### config.mk
export PLATFORM = sky130hd
export DESIGN_NAME = rca_40b_seq_ctrl
export DESIGN_NICKNAME = d
export VERILOG_FILES = /design/src/rtl/rca_40b_seq_ctrl.sv
export SDC_FILE = /design/constraint.sdc
export NUM_CORES = 1
export LEC_CHECK = 0
export CAP_MARGIN = 20
export CORE_MARGIN = 5
export CORE_UTILIZATION = 43
export CTS_BUF_LIST = sky130_fd_sc_hd__clkbuf_16
export CTS_CLUSTER_DIAMETER = 150
export DETAILED_ROUTE_END_ITERATION = 16
export PLACE_DENSITY = 0.84
export SYNTH_ARGS = -nofsm -noshare
export SYNTH_HDL_FRONTEND = slang
export SYNTH_SLANG_ARGS = --single-unit
export TNS_END_PERCENT = 30
### constraint.sdc
create_clock -name clk -period 3.1 [get_ports clk]
set_clock_uncertainty 0.1 [all_clocks]
set_input_delay 0.93 -clock clk [delete_from_list [all_inputs] [get_ports clk]]
set_output_delay 0.93 -clock clk [all_outputs]
set_load 0.005 [all_outputs]
### src/rtl/rca_40b_seq_ctrl.sv
// rca_40b_seq_ctrl: multi-cycle W-bit adder (A+B+cin) built on one shared
// SLICE_W ripple slice, with the carry registered between slice passes.
// Ports: clk, rst_n (async, active-low); in_valid/in_ready, a, b, cin (request);
//        out_valid/out_ready, sum, cout (result); busy (high while slicing).
// Option: define SEQ_OVF_EN to add output ovf (signed overflow of the result).
module rca_40b_seq_ctrl #(
  parameter int SLICE_W    = 8,
  parameter int NUM_SLICES = 5,
  parameter int W          = SLICE_W * NUM_SLICES
) (
  input  logic         clk,
  input  logic         rst_n,
  input  logic         in_valid,
  output logic         in_ready,
  input  logic [W-1:0] a,
  input  logic [W-1:0] b,
  input  logic         cin,
  output logic         out_valid,
  input  logic         out_ready,
  output logic [W-1:0] sum,
  output logic         cout,
`ifdef SEQ_OVF_EN
  output logic         ovf,
`endif
  output logic         busy
);

  localparam int IW = (NUM_SLICES > 1) ? $clog2(NUM_SLICES) : 1;
  localparam logic [IW-1:0] LAST = IW'(NUM_SLICES - 1);

  typedef enum logic [1:0] {
    IDLE = 2'd0,
    RUN  = 2'd1,
    DONE = 2'd2
  } state_t;

  state_t              state;
  logic [IW-1:0]       idx;
  logic                carry;
  logic [W-1:0]        opa;
  logic [W-1:0]        opb;

  logic [SLICE_W-1:0]  sl_a;
  logic [SLICE_W-1:0]  sl_b;
  logic [SLICE_W:0]    sl_res;
  logic                sl_last;

  assign sl_a    = opa[idx*SLICE_W +: SLICE_W];
  assign sl_b    = opb[idx*SLICE_W +: SLICE_W];
  assign sl_res  = {1'b0, sl_a} + {1'b0, sl_b}
                 + {{SLICE_W{1'b0}}, carry};
  assign sl_last = (idx == LAST);

`ifdef SEQ_OVF_EN
  // Carry into the MSB falls out of the MSB sum bit: s = a ^ b ^ cin.
  logic msb_cin;
  assign msb_cin = sl_a[SLICE_W-1] ^ sl_b[SLICE_W-1]
                 ^ sl_res[SLICE_W-1];
`endif

  assign in_ready = (state == IDLE);

  always_ff @(posedge clk or negedge rst_n) begin
    if (!rst_n) begin
      state     <= IDLE;
      idx       <= '0;
      carry     <= 1'b0;
      opa       <= '0;
      opb       <= '0;
      sum       <= '0;
      cout      <= 1'b0;
      out_valid <= 1'b0;
      busy      <= 1'b0;
`ifdef SEQ_OVF_EN
      ovf       <= 1'b0;
`endif
    end else begin
      unique case (state)
        IDLE: begin
          if (in_valid) begin
            opa   <= a;
            opb   <= b;
            carry <= cin;
            idx   <= '0;
            sum   <= '0;
            cout  <= 1'b0;
            busy  <= 1'b1;
`ifdef SEQ_OVF_EN
            ovf   <= 1'b0;
`endif
            state <= RUN;
          end
        end
        RUN: begin
          sum[idx*SLICE_W +: SLICE_W] <= sl_res[SLICE_W-1:0];
          carry <= sl_res[SLICE_W];
          if (sl_last) begin
            cout      <= sl_res[SLICE_W];
            idx       <= '0;
            busy      <= 1'b0;
            out_valid <= 1'b1;
`ifdef SEQ_OVF_EN
            ovf       <= msb_cin ^ sl_res[SLICE_W];
`endif
            state     <= DONE;
          end else begin
            idx <= idx + 1'b1;
          end
        end
        DONE: begin
          if (out_ready) begin
            out_valid <= 1'b0;
            state     <= IDLE;
          end
        end
        default: state <= IDLE;
      endcase
    end
  end

endmodule

==> results.toml <==
[setup_path]
cp_slowest_stage_delay_ps = 450
start_kind = "register"
cp_slowest_cell = "dfrtp_2"
path_class = "reg -> reg"
crit_fanout = 13
r2r_slack_ps = 40
path_cells = "buf_6 > nor3_4 > buf_4 > buf_4 > nand2_1 > o21a_1 > fa_1 > nor2b_2 > o2111ai_4 > a31oi_4 > nor3_2 > o32ai_1"
cp_top_family = "compound AO/OA/AOI/OAI gates"
timing.rr.end = "cout$_DFFE_PN0P_"
path_buf_inv = 3
r2r_start = "idx[0]$_DFFE_PN0P_"
cp_common_cell = "buf_4"
cp-end-kind = "register"
required_ps = 3320
arrival_ps = 3270
r2r_cells = 12

[placed_design]
dp_hpwl_microns = 11500
gp_congestion = 0.931
port_buffers = 128
place_inst = 917

[power_and_ir_drop]
p_leak_nw = 3.95
ir_drop_v = 0.000670
p_per_area_nw_per_um2 = 1140

[global_routing]
overflow = 0
grt_antenna_before_repair = 0
grt_pass1_vias = 5015
grt_max_degree = 77
track_usage_pct = 20.0
grt_pass1_wl_microns = 25700

[timing]
period_minus_slack_ps = 3060
timing.fmax_ghz = 0.327
fin_setup_tns_ps = 0
rsz0062_at_grt = "true"
setup_viol = 0
max-slew-margin-rel_pct = 55.8
period_share_pct = 98.6
worstMarginPinSlew_ps = 659
finalHoldViolations = 0
whs_ps = 373
drv_slew = 0

[floorplan]
core_sq_um = 13800
die_h_microns = 128
initial_core_util_pct = 43.5
die_w_microns = 128
boundaryPins = 129
fp-row-count = 43
dieArea_sq_um = 16400

[cts]
numClockSinks = 129
path_clk_slew_ps = 60
tritoncts = "yes"
cts_made_buffers = 17
htree_num_levels = 4
clock_path_buffers = 2
cts_hold_buffers = 0
clock_latency_ps = 420
root_buffer = "clkbuf_16"

[detailed_routing]
num_vias = 5028
antenna_left = 0
avgViaCountPerCell = 5.29
wl_per_cell_microns = 16.6
drtIter0Drc = 368
drc = 0
finalWirelength_microns = 15800
first_pass_iters = 5

[finish]
multi_input_area_sq_um = 2650
final_net_count = 859
layout_commonest_cell = "nand2_1"
synthToLayoutAreaGrowth_pct = 37.9
mostFrequentLayoutCells = "273 x nand2_1, 128 x dfrtp_1, 127 x clkdlybuf4s50_1, 26 x a22o_1, 24 x o21ai_0"
layoutNonFillerInstCount = 950
final-seq-area_sq_um = 3230
nFillCells = 1143
diodes = 0
drive_above_1_share_pct = 12.6

[min_path]
hold_path_class = "reg -> reg"
min_from = "opa[23]$_DFFE_PN0P_"
min_to = "opa[23]$_DFFE_PN0P_"
whs_path_depth = 2

[yosys]
synth-simple-area-share_pct = 21.5
synth_area_sq_um = 5990
synth_area_leaders = "dfrtp_1 54%, nand2_1 17%, mux4_2 4.9%"
synthCells = 617
ys_types = 50
synth_top_area_cell = "dfrtp_1"
yosysSeqAreaShare_pct = 53.9
synth-edff-count = 0
synth_xor_area_share_pct = 0.731
synth_top_family_by_area = "simple AND/OR/NAND/NOR gates"
synth_nets = 718
ys.flop_type = "dfrtp_1"
synth_mux_area_share_pct = 6.71
syn_avg_cell_area_sq_um = 9.71
ys_async_sr_fraction_pct = 100
synth_compound_area_share_pct = 9.92
synth_fa_ha_area_share_pct = 3.59
ys_seq_elements = 129
synth.top_cell.area_share_pct = 53.9
synth_warnings = 0

[run_status]
status = "completed"

[flow_run]
drv_cap = 0
## cell families after synthesis
group / after synthesis
mux: 22
xor+xnor: 5
buf+inv: 43
fa+ha+maj: 16
simple gates: 317
flops: 129
compound gates: 85
## synth_stat cells, types with 2 or more instances
master and count:
nand2_1 273, dfrtp_1 129, a22o_1 26, o21ai_0 25, buf_2 18, nor2_1 16, ha_1 14, mux4_2 13
inv_1 12, a21oi_1 9, clkbuf_1 7, nand3_1 7, mux2i_1 6, a21o_1 4, nor3_1 4, a21oi_2 3
and3_2 3, buf_6 3, o21a_1 3, xor2_1 3, a211oi_1 2, a31o_2 2, a31oi_1 2, and4_1 2
fa_1 2, mux2_2 2, nand4_1 2, o31ai_1 2, xnor2_1 2
## final cells by class
class                      instances  area share, %
tap                              180           2.73
multi-input combinational        445           32.1
timing repair buffer             153           18.3
inverter                          12          0.545
clock buffer                      17           5.15
clock inverter                    14           2.09
sequential                       129           39.1
## flip-flops by register name, summed over array words and instances (netlist names)
register   count
sum           40
carry          1
opb           40
busy           1
state          2
cout           1
idx            3
opa           40
out_valid      1
## metal layers
layer  vias to the layer above  wire (microns)  track usage (%)
met3                        23            1270             5.50
met2                       215            7570             31.8
met5                         -               0                0
met4                         0             323             6.74
li1                       2348               -                -
met1                      2442            6620             26.6
## how the worst max path moves through the flow
| stage | startpoint | to | slack, ps | depth (start not counted) |
|---|---|---|---|---|
| floorplan | idx[1]$_DFFE_PN0P_ | sum[14]$_DFFE_PN0P_ | 100 | 11 |
| global placement | idx[0]$_DFFE_PN0P_ | sum[22]$_DFFE_PN0P_ | 30 | 10 |
| detailed placement | idx[0]$_DFFE_PN0P_ | sum[14]$_DFFE_PN0P_ | -160 | 10 |
| CTS | idx[0]$_DFFE_PN0P_ | sum[15]$_DFFE_PN0P_ | 10 | 10 |
| global route | idx[0]$_DFFE_PN0P_ | sum[31]$_DFFE_PN0P_ | -50 | 13 |
| finish | idx[0]$_DFFE_PN0P_ | cout$_DFFE_PN0P_ | 40 | 12 |
## through the flow
stage	instance area, sq um	power [mW]	utilization (%)	worst slack (ps)
4_1_cts	8170	9.15	59.3	12.1
2_1_floorplan	5990	5.47	-	104
6_report	8260	9.43	60.0	43.9
5_1_grt	8260	10.1	60.0	-53.0
3_5_place_dp	7540	6.99	54.8	-159
3_3_place_gp	7540	6.82	54.8	29.8
## repair_timing
action / CTS / global route
cloned: 0 / 0
buffers inserted: 0 / 2
setup endpoints to repair: 17 / 18
pin swaps: 0 / 6
resized for setup: 5 / 14
## power by group
part / leakage [nW] / switching [mW] / internal [mW] / total, mW
registers: 1.65 / 0.471 / 2.38 / 2.85
logic: 2.01 / 2.54 / 2.01 / 4.55
clock network: 0.288 / 0.702 / 1.32 / 2.02
total: 3.95 / 3.72 / 5.71 / 9.43
## worst reg2reg max path, stage by stage (launching register included)
cell and delay, ps:
dfrtp_2 450, buf_6 170, nor3_4 270, buf_4 160, buf_4 140, nand2_1 80, o21a_1 140, fa_1 440
nor2b_2 220, o2111ai_4 190, a31oi_4 240, nor3_2 80, o32ai_1 270
Note: power is estimated with default switching activity, not from simulation.
